==> config.mk <==
export PLATFORM = sky130hd
export DESIGN_NAME = ctrl_pipe_unit
export DESIGN_NICKNAME = d
export VERILOG_FILES = /design/src/rtl/ctrl_pkg.sv /design/src/rtl/ctrl_decode.sv /design/src/rtl/ctrl_pipe_unit.sv
export SDC_FILE = /design/constraint.sdc
export NUM_CORES = 1
export LEC_CHECK = 0
export CORE_MARGIN = 10
export CORE_UTILIZATION = 43
export CTS_BUF_LIST = sky130_fd_sc_hd__clkbuf_8
export DETAILED_ROUTE_END_ITERATION = 12
export PLACE_DENSITY_LB_ADDON = 0.2
export SLEW_MARGIN = 25
export SYNTH_ARGS = -nofsm -noshare
export SYNTH_HDL_FRONTEND = slang
export SYNTH_SLANG_ARGS = --single-unit
==> constraint.sdc <==
create_clock -name clk -period 1.9 [get_ports clk]
set_input_delay 0.38 -clock clk [delete_from_list [all_inputs] [get_ports clk]]
set_output_delay 0.38 -clock clk [all_outputs]
set_load 0.05 [all_outputs]
==> src/rtl/ctrl_pkg.sv <==
// Shared encodings for the ID control decoder and its pipeline: opcode/funct/rt values,
// control-slice field codes, HI/LO latency defaults and the packed control word.
package ctrl_pkg;

    localparam logic [5:0] OP_RTYPE = 6'h00, OP_REGIMM = 6'h01, OP_J   = 6'h02, OP_JAL = 6'h03;
    localparam logic [5:0] OP_BEQ   = 6'h04, OP_BNE    = 6'h05, OP_ADDIU = 6'h09, OP_LUI = 6'h0F;
    localparam logic [5:0] OP_LB    = 6'h20, OP_LW     = 6'h23, OP_LBU = 6'h24, OP_SW  = 6'h2B;

    localparam logic [5:0] F_SLL  = 6'h00, F_JR   = 6'h08, F_MFHI  = 6'h10, F_MTHI = 6'h11;
    localparam logic [5:0] F_MFLO = 6'h12, F_MTLO = 6'h13, F_MULT  = 6'h18, F_MULTU = 6'h19;
    localparam logic [5:0] F_DIV  = 6'h1A, F_DIVU = 6'h1B, F_ADDU  = 6'h21, F_SUBU = 6'h23;
    localparam logic [5:0] F_AND  = 6'h24, F_OR   = 6'h25, F_SLT   = 6'h2A;

    localparam logic [4:0] RT_BLTZ = 5'h00, RT_BGEZ = 5'h01, RT_BLTZAL = 5'h10, RT_BGEZAL = 5'h11;

    // EX slice = {ALUOp, S0_S2}; S0_S2 selects operand B (LINK = JalAdder output, PC+8)
    localparam logic [2:0] ALU_NOP = 3'd0, ALU_ADD = 3'd1, ALU_SUB = 3'd2, ALU_AND = 3'd3;
    localparam logic [2:0] ALU_OR  = 3'd4, ALU_SLT = 3'd5, ALU_SLL = 3'd6, ALU_PASS = 3'd7;
    localparam logic [1:0] SRC_REG = 2'b00, SRC_SIMM = 2'b01, SRC_UIMM = 2'b10, SRC_LINK = 2'b11;

    // MEM slice = {RW, Enable, Size[1:0], SE, MEM_MUX}; Size 01 byte, 11 word
    localparam logic [5:0] MEM_LB  = 6'b0_1_01_1_1, MEM_LBU = 6'b0_1_01_0_1;
    localparam logic [5:0] MEM_LW  = 6'b0_1_11_0_1, MEM_SW  = 6'b1_1_11_0_0;

    // WB slice = {Load, MemtoReg, LoEnable, RegFileEnable, HiEnable}
    localparam logic [4:0] WB_RF = 5'b00010, WB_HI = 5'b00001, WB_LO = 5'b00100, WB_LOAD = 5'b11010;

    localparam logic [1:0] IF_COND = 2'b10, IF_JUMP = 2'b01;
    localparam logic [1:0] WD_RT = 2'b01, WD_R31 = 2'b10, WD_RD = 2'b11;

    localparam int MUL_LAT_DEF = 4;
    localparam int DIV_LAT_DEF = 32;

    typedef struct packed {
        logic [4:0] ex;
        logic [5:0] mem;
        logic [4:0] wb;
    } ctrl_word_t;

    localparam int CTRL_W = $bits(ctrl_word_t);

    typedef enum logic {ST_RUN, ST_MD_BUSY} md_state_e;

endpackage

==> src/rtl/ctrl_decode.sv <==
// Pure combinational instruction decoder: instr -> IF/ID control plus the EX/MEM/WB control word,
// with HI/LO classification and an unknown-encoding flag.
module ctrl_decode
    import ctrl_pkg::*;
(
    input  logic [31:0]       i_instr,
    output logic [1:0]        o_if_ctrl,
    output logic [1:0]        o_wdest,
    output logic [CTRL_W-1:0] o_word,
    output logic              o_is_mul,
    output logic              o_is_div,
    output logic              o_is_hilo,
    output logic              o_illegal
);
    logic [5:0] w_op;
    logic [5:0] w_fn;
    logic [4:0] w_rt;
    ctrl_word_t w_word;

    assign w_op   = i_instr[31:26];
    assign w_rt   = i_instr[20:16];
    assign w_fn   = i_instr[5:0];
    assign o_word = w_word;

    always_comb begin
        w_word    = '0;
        o_if_ctrl = '0;
        o_wdest   = '0;
        o_is_mul  = 1'b0;
        o_is_div  = 1'b0;
        o_is_hilo = 1'b0;
        o_illegal = 1'b0;
        case (w_op)
            OP_RTYPE: begin
                o_wdest   = WD_RD;
                w_word.wb = WB_RF;
                case (w_fn)
                    F_SLL:  w_word.ex = {ALU_SLL, SRC_REG};
                    F_ADDU: w_word.ex = {ALU_ADD, SRC_REG};
                    F_SUBU: w_word.ex = {ALU_SUB, SRC_REG};
                    F_AND:  w_word.ex = {ALU_AND, SRC_REG};
                    F_OR:   w_word.ex = {ALU_OR,  SRC_REG};
                    F_SLT:  w_word.ex = {ALU_SLT, SRC_REG};
                    F_MFHI, F_MFLO: begin
                        w_word.ex = {ALU_PASS, SRC_REG};
                        o_is_hilo = 1'b1;
                    end
                    F_JR: begin
                        o_if_ctrl = IF_JUMP;
                        o_wdest   = '0;
                        w_word.wb = '0;
                    end
                    F_MTHI, F_MTLO: begin
                        o_wdest   = '0;
                        w_word.wb = (w_fn == F_MTHI) ? WB_HI : WB_LO;
                        o_is_hilo = 1'b1;
                    end
                    F_MULT, F_MULTU, F_DIV, F_DIVU: begin
                        o_wdest   = '0;
                        w_word.wb = WB_HI | WB_LO;
                        o_is_hilo = 1'b1;
                        o_is_mul  = (w_fn == F_MULT) || (w_fn == F_MULTU);
                        o_is_div  = (w_fn == F_DIV)  || (w_fn == F_DIVU);
                    end
                    default: begin
                        o_wdest   = '0;
                        w_word.wb = '0;
                        o_illegal = 1'b1;
                    end
                endcase
            end
            OP_REGIMM: begin
                case (w_rt)
                    RT_BLTZ, RT_BGEZ: o_if_ctrl = IF_COND;
                    RT_BLTZAL, RT_BGEZAL: begin
                        o_if_ctrl = IF_COND;
                        o_wdest   = WD_R31;
                        w_word.ex = {ALU_PASS, SRC_LINK};
                        w_word.wb = WB_RF;
                    end
                    default: o_illegal = 1'b1;
                endcase
            end
            OP_J:   o_if_ctrl = IF_JUMP;
            OP_JAL: begin
                o_if_ctrl = IF_JUMP;
                o_wdest   = WD_R31;
                w_word.ex = {ALU_PASS, SRC_LINK};
                w_word.wb = WB_RF;
            end
            OP_BEQ, OP_BNE: o_if_ctrl = IF_COND;
            OP_ADDIU, OP_LUI: begin
                o_wdest   = WD_RT;
                w_word.ex = (w_op == OP_LUI) ? {ALU_PASS, SRC_UIMM} : {ALU_ADD, SRC_SIMM};
                w_word.wb = WB_RF;
            end
            OP_LB, OP_LBU, OP_LW: begin
                o_wdest    = WD_RT;
                w_word.ex  = {ALU_ADD, SRC_SIMM};
                w_word.mem = (w_op == OP_LW) ? MEM_LW : ((w_op == OP_LB) ? MEM_LB : MEM_LBU);
                w_word.wb  = WB_LOAD;
            end
            OP_SW: begin
                w_word.ex  = {ALU_ADD, SRC_SIMM};
                w_word.mem = MEM_SW;
            end
            default: o_illegal = 1'b1;
        endcase
    end

endmodule

==> src/rtl/ctrl_pipe_unit.sv <==
// ID-stage control: decode, issue/bubble logic, EX/MEM/WB control latches and the HI/LO busy FSM.
// Optional CTRL_ILLEGAL_TRAP_EN turns unknown encodings into a trap pulse plus an EX bubble.
module ctrl_pipe_unit
    import ctrl_pkg::*;
#(
    parameter int EX_W    = 5,
    parameter int MEM_W   = 6,
    parameter int WB_W    = 5,
    parameter int MUL_LAT = MUL_LAT_DEF,
    parameter int DIV_LAT = DIV_LAT_DEF
) (
    input  logic             clk,
    input  logic             rst_n,
    input  logic [31:0]      id_instr,
    input  logic             id_valid,
    input  logic             hz_stall,
    input  logic             flush,
    output logic             id_ready,
    output logic [1:0]       id_if_ctrl,
    output logic [1:0]       id_wdest,
    output logic [EX_W-1:0]  ex_ctrl,
    output logic             ex_valid,
    output logic [MEM_W-1:0] mem_ctrl,
    output logic             mem_valid,
    output logic [WB_W-1:0]  wb_ctrl,
    output logic             wb_valid,
    output logic             md_busy,
    output logic             illegal_instr
);
`ifdef CTRL_ILLEGAL_TRAP_EN
    localparam bit TRAP_EN = 1'b1;
`else
    localparam bit TRAP_EN = 1'b0;
`endif
    localparam int CNT_W = $clog2(DIV_LAT + 1);
    localparam logic [CNT_W-1:0] MUL_LOAD = CNT_W'(MUL_LAT - 1);
    localparam logic [CNT_W-1:0] DIV_LOAD = CNT_W'(DIV_LAT - 1);

    logic [1:0]        w_if_ctrl;
    logic [1:0]        w_wdest;
    logic [CTRL_W-1:0] w_dec_word;
    ctrl_word_t        w_word;
    logic              w_is_mul, w_is_div, w_is_hilo, w_illegal;
    logic              w_md_block, w_trap, w_issue;

    md_state_e         r_state, w_state_nxt;
    logic [CNT_W-1:0]  r_cnt, w_cnt_nxt;

    ctrl_word_t        r_word_p0;
    logic              r_vld_p0;
    logic [5:0]        r_mem_p1;
    logic [4:0]        r_wb_p1;
    logic              r_vld_p1;
    logic [4:0]        r_wb_p2;
    logic              r_vld_p2;

    ctrl_decode u_dec (
        .i_instr   (id_instr),
        .o_if_ctrl (w_if_ctrl),
        .o_wdest   (w_wdest),
        .o_word    (w_dec_word),
        .o_is_mul  (w_is_mul),
        .o_is_div  (w_is_div),
        .o_is_hilo (w_is_hilo),
        .o_illegal (w_illegal)
    );

    assign w_word     = w_dec_word;
    assign md_busy    = (r_state == ST_MD_BUSY);
    assign w_md_block = md_busy & w_is_hilo;
    // A trapped instruction is consumed even under a stall so the pulse cannot repeat.
    assign w_trap     = TRAP_EN & rst_n & id_valid & ~flush & w_illegal;
    assign w_issue    = rst_n & id_valid & ~flush & ~hz_stall & ~w_md_block & ~w_trap;

    assign id_ready      = rst_n & (w_issue | flush | w_trap);
    assign illegal_instr = w_trap;
    assign id_if_ctrl    = id_valid ? w_if_ctrl : 2'b00;
    assign id_wdest      = id_valid ? w_wdest   : 2'b00;

    assign ex_ctrl   = EX_W'(r_word_p0.ex);
    assign ex_valid  = r_vld_p0;
    assign mem_ctrl  = MEM_W'(r_mem_p1);
    assign mem_valid = r_vld_p1;
    assign wb_ctrl   = WB_W'(r_wb_p2);
    assign wb_valid  = r_vld_p2;

    always_ff @(posedge clk) begin
        if (!rst_n) begin
            r_word_p0 <= '0;
            r_vld_p0  <= 1'b0;
            r_mem_p1  <= '0;
            r_wb_p1   <= '0;
            r_vld_p1  <= 1'b0;
            r_wb_p2   <= '0;
            r_vld_p2  <= 1'b0;
        end else begin
            // ID -> EX
            r_word_p0 <= w_issue ? w_word : '0;
            r_vld_p0  <= w_issue;
            // EX -> MEM
            r_mem_p1  <= r_word_p0.mem;
            r_wb_p1   <= r_word_p0.wb;
            r_vld_p1  <= r_vld_p0;
            // MEM -> WB
            r_wb_p2   <= r_wb_p1;
            r_vld_p2  <= r_vld_p1;
        end
    end

    always_ff @(posedge clk) begin
        if (!rst_n) begin
            r_state <= ST_RUN;
            r_cnt   <= '0;
        end else begin
            r_state <= w_state_nxt;
            r_cnt   <= w_cnt_nxt;
        end
    end

    always_comb begin
        w_state_nxt = r_state;
        w_cnt_nxt   = r_cnt;
        case (r_state)
            ST_RUN: begin
                if (w_issue && w_is_mul) begin
                    w_cnt_nxt = MUL_LOAD;
                    if (MUL_LOAD != '0) w_state_nxt = ST_MD_BUSY;
                end else if (w_issue && w_is_div) begin
                    w_cnt_nxt = DIV_LOAD;
                    if (DIV_LOAD != '0) w_state_nxt = ST_MD_BUSY;
                end
            end
            ST_MD_BUSY: begin
                w_cnt_nxt = r_cnt - 1'b1;
                if (w_cnt_nxt == '0) w_state_nxt = ST_RUN;
            end
            default: begin
                w_state_nxt = ST_RUN;
                w_cnt_nxt   = '0;
            end
        endcase
    end

endmodule

# Yosys cells after proc, flatten, opt, wreduce, memory -nomap -nowiden
# Cells that the tools add are included.
# word_totals
output_inout_bits	26
register_bits	42
inputBits	37
wordCells	107
# op_classes
muxes	32
n_eq_ne	29
n_reduce_logical	23
n_bitwise	11
add_sub_neg	1
# op_table
cell	n
$eq A6 B6 Y1 const B	9
$eq A6 B5 Y1 const B	8
$pmux W5 S7	1
$pmux W5 S5	1
$pmux W6 S2	2
$pmux W5 S4	1
$eq A6 B4 Y1 const B	3
$logic_not A6 Y1	3
$mux W6	3
$pmux W2 S4	2
$reduce_or A8 Y1	2
$pmux W5 S3	1
$mux W2	7
$eq A6 B2 Y1 const B	2
$eq A6 B3 Y1 const B	2
$reduce_or A2 Y1	6
$reduce_or A4 Y1	3
$eq A5 B5 Y1 const B	2
$mux W1	10
$mux W5	2
$and A1 B1 Y1	6
$eq A6 B1 Y1 const B	1
$reduce_or A3 Y1	2
$sub A6 B1 Y6 const B	1
other kinds (11)	16

# Longest topological paths before layout
# depth
depth_word	11
depth_mapped	6
mapped_depth_nobuf	6

# Modules after synthesis
# Synthesis repeated with hierarchy kept, for this count alone.
# unflattened
hier_cells	239
area_unflattened_um2	2175.8
# modules_own_cells
mod	cells_per_inst	n_inst	seq_area_each_um2	area_per_inst_um2
ctrl_pipe_unit	133	1	840.8	1453.9
ctrl_decode	106	1	0.0	721.9

# Worst setup path after synthesis
# Ideal clock, no wire load.
# synth_timing
kind	input port to output port
start	input id_instr[0]
end	output id_wdest[0]
path_slack_ns	-1.001
path_buffers	1
arrival_ns	2.521
path_stages	5
required_time_ns	1.520
cell_sequence	buf_6 -> or4b_4 -> a41oi_2 -> o21ai_2 -> a211oi_1
# synth_between
elab_chain_cells	5
word_cells_on_any_way	12
# synth_rtl
element	line	rtl
start, declared	ctrl_pipe_unit.sv:14	input logic [31:0] id_instr,
$eq A6 B6 Y1, or another cell as far along	ctrl_decode.sv:37	case (w_fn)
$reduce_or A8 Y1 (no line) *	n/a	
$mux W2 *	ctrl_decode.sv:37	
$pmux W2 S4 *	ctrl_decode.sv:33	case (w_op)
$mux W2 *	ctrl_pipe_unit.sv:78	assign id_wdest = id_valid ? w_wdest : 2'b00;
end, declared	ctrl_pipe_unit.sv:20	output logic [1:0] id_wdest,
# Mark *: on every way between the ends. The rest lies on a longest branch, timed or not.

# Worst setup path after layout
# layout_timing
start	input id_instr[29]
end	output id_wdest[1]
# layout_between
elab_chain_cells	4
word_cells_on_any_way	11
# layout_rtl
element	line
$eq A6 B4 Y1 / $eq A6 B6 Y1 (equally long branches)	ctrl_decode.sv:33
$reduce_or A5 Y1 (no line)	n/a
$pmux W2 S4 *	ctrl_decode.sv:33
$mux W2 *	ctrl_pipe_unit.sv:78
# Marked as above.

==> run_results.csv <==
group,metric,value,unit
status,status,"complete, but fails checks",
status,violations,"negative setup slack",
floorplanning,core,0.00432,mm^2
flow_run,cap_violations,0,
placement,dp_hpwl,4030,um
sta,timing.final.crit_share,121,%
synthesis,avgSynthCellArea,8.97,um^2
sta,period_needed,2290,ps
power,leakagePower,1.26,nW
synthesis,yosysMostFrequentCell,"dfxtp_1",
worst_setup_path,rr_startpoint,"r_cnt[0]",
synthesis,synth_area_leaders,"dfxtp_1 39%, and2_1 4.9%, buf_4 3.5%",
placement,gp_congestion,0.842,
sta,setup_slack,-391,ps
worst_setup_path,crit_required,1520,ps
sta,max_freq,0.436,GHz
global_routing,grt_pass1_vias,1850,
worst_setup_path,worstPathArrival,1910,ps
cts,clock-root-buffer,"clkbuf_8",
synthesis,netlist.area_leader.share,38.6,%
synthesis,synth_top_area_cell,"dfxtp_1",
sta,rsz0062_at_grt,"yes",
cts,cts_made_buffers,5,
placement,port_buffers,45,
global_routing,antenna_found_initial,0,
power,sw_frac_of_total,26.8,%
drt,drtAntennaViolNets,0,
final_layout,num-nets-final,346,
synthesis,synth_edf_count,0,
cts,clkLatencyLatePin,290,ps
sta,hold_violations,0,
cts,clkTransAtPathRegs,80,ps
worst_setup_path,critPathLaunch,"id_instr[29]",
sta,worstMarginPinSlew,514,ps
synthesis,ys_seq_elements,37,
final_layout,diodes,0,
floorplanning,start_util,44.4,%
power,p_int,0.00118,W
worst_setup_path,critPathMaxFanout,3,
power,peakVddDrop,0.000263,V
worst_setup_path,critical_path_class,"in2out",
worst_setup_path,reg2reg_depth,3,
synthesis,syn_inst,214,
power,p_switching,0.000433,W
worst_hold_path,hp-class,"reg2reg",
drt,finalWirelength,5480,um
floorplanning,die_w,86.8,um
cts,clockBufferDepth,2,
floorplanning,die_y,86.8,um
drt,dr.pass1.iters,4,
worst_setup_path,r2r_setup_slack,560,ps
global_routing,grt_max_degree,20,
cts,cts_sinks,37,
sta,slew_viol_final,0,
final_layout,syn_to_final_growth,60.1,%
sta,final-setup-viol-count,4,
placement,place_ws,-797,ps
drt,drc_errors,0,
synthesis,synth_area,0.00192,mm^2
drt,drtIter0Drc,91,
global_routing,grtUsageTotal,14.0,%
global_routing,grt_pass1_wl,8580,um
drt,vias,1921,
synthesis,syn_nets,253,
power,pwr-share-comb,18.2,%
cts,cts_tree,"yes",
sta,relSlewSlack,65.6,%
power,p_clk_share,33.6,%
power,power_frac_seq,48.2,%
power,power_density,525,mW/mm^2
floorplanning,std_cell_rows,24,
worst_setup_path,endpoint,"id_wdest[1]",
worst_setup_path,crit_path_end_kind,"primary output",
global_routing,grt-ovfl-total,0,
worst_setup_path,r2r-end,"r_cnt[3]",
synthesis,ys_top_cells_by_count,"37 x dfxtp_1, 15 x and2_1, 13 x nor2_1",
floorplanning,dieArea,0.00754,mm^2
cts,cts_htree_levels,2,
final_layout,layout-drive-gt1-share,38.3,%
synthesis,yosysSeqAreaShare,38.6,%
floorplanning,pin_count,63,
synthesis,yosys_warnings,0,
drt,wl_per_cell,15.2,um
sta,setup_tns,-1050,ps
sta,skew,4.90,ps
synthesis,synthArstFlopShare,0,%
synthesis,yosysUniqueCellTypes,59,
cts,postCtsHoldBufs,0,
drt,post_drt_via_cell_ratio,5.34,
worst_setup_path,start_kind,"input port",
synthesis,synth_flop_cell,"dfxtp_1",
[placed cells by master (no fill, tap or decap), types with 3 or more instances in the layout]
master / instances
buf_4: 55
dfxtp_1: 36
clkdlybuf4s50_1: 23
and2_1: 15
nor2_1: 12
nand2_1: 10
buf_6: 9
inv_1: 8
o21ai_0: 8
nor3_1: 8
nand4_1: 5
clkbuf_8: 5
buf_2: 5
nor2b_1: 4
a31oi_1: 4
a211oi_1: 4
dlymetal6s2s_1: 4
buf_12: 4
and3_1: 3
nand2b_1: 3
nand3b_1: 3
xor2_1: 3
[through the flow]
| stage | instances | total power (W) | instance area (um^2) | hold slack (ps) | utilization [%] |
|---|---|---|---|---|---|
| after floorplan | 214 | 0.000922 | 2000 | 412 | - |
| after global placement | 339 | 0.00105 | 2770 | 416 | 64.1 |
| after detailed placement | 339 | 0.00105 | 2770 | 419 | 64.1 |
| after CTS | 352 | 0.00161 | 2960 | 433 | 68.5 |
| after global routing | 360 | 0.00169 | 3070 | 452 | 71.1 |
| final | 360 | 0.00161 | 3070 | 431 | 71.1 |
[state kept, by name, indices dropped and copies added, names as in the netlist]
name,count
wb_ctrl,4
r_wb_p1,4
ex_valid,1
r_word_p0,9
mem_ctrl,5
wb_valid,1
mem_valid,1
ex_ctrl,5
r_cnt,6
md_busy,1
[repair_timing]
action                                  CTS  global route
endpoints found under the setup margin   15             8
gates resized for setup                  58            24
pin swaps                                17            24
setup buffers                             5            10
[power groups by stage]
| stage | Sequential (W) | Clock [W] | Combinational [W] |
|---|---|---|---|
| 6_report | 0.000777 | 0.000542 | 0.000293 |
| 5_1_grt | 0.000777 | 0.000598 | 0.000313 |
| 4_1_cts | 0.000777 | 0.000562 | 0.000270 |
| 3_5_place_dp | 0.000795 | 0 | 0.000254 |
| 3_3_place_gp | 0.000795 | 0 | 0.000251 |
| 2_1_floorplan | 0.000800 | 0 | 0.000122 |
[worst max-delay path, cell delays in order]
cell             delay [ps]
clkdlybuf4s15_1         190
or4_4                   520
nor3_4                  230
o21ai_4                 120
a211oi_4                290
buf_12                  170
[how the worst min path moves through the flow]
stage / startpoint / end / slack [ps] / cells past startpoint
floorplan: r_word_p0[5] / mem_ctrl[0] / 410 / 1
global route: r_word_p0[2] / r_wb_p1[2] / 450 / 1
CTS: r_word_p0[0] / r_wb_p1[0] / 430 / 1
finish: r_word_p0[2] / r_wb_p1[2] / 430 / 1
global placement: r_wb_p1[0] / wb_ctrl[0] / 420 / 1
detailed placement: r_word_p0[0] / r_wb_p1[0] / 420 / 1
[metal layers]
layer | wire length, um | vias up | track usage [%] | share of wire, %
met1 | 2340 | 907 | 15.8 | 43
met3 | 318 | 6 | 4.50 | 5.8
met5 | 0 | - | 0 | 0
met4 | 76 | 0 | 5.45 | 1.4
li1 | - | 951 | - | -
met2 | 2740 | 57 | 23.7 | 50
[area by class of cell]
cell class / instances / area, um^2
Clock inverter: 3 / 21.3
Tap cell: 52 / 65.1
Timing Repair Buffer: 107 / 966
Fill cell: 328 / 1250
Inverter: 9 / 33.8
Multi-Input combinational cell: 147 / 1180
Sequential cell: 37 / 742
Clock buffer: 5 / 68.8
[cell families after synthesis]
family	synth area share, %
multiplexers	0.587
XOR/XNOR	2.28
buffers and inverters	8.67
adder cells (fa/ha/maj)	1.30
AND/OR/NAND/NOR	32.6
other	0.195
flip-flops	38.6
AO/OA/AOI/OAI	15.8
(Power assumes the default switching activity.)
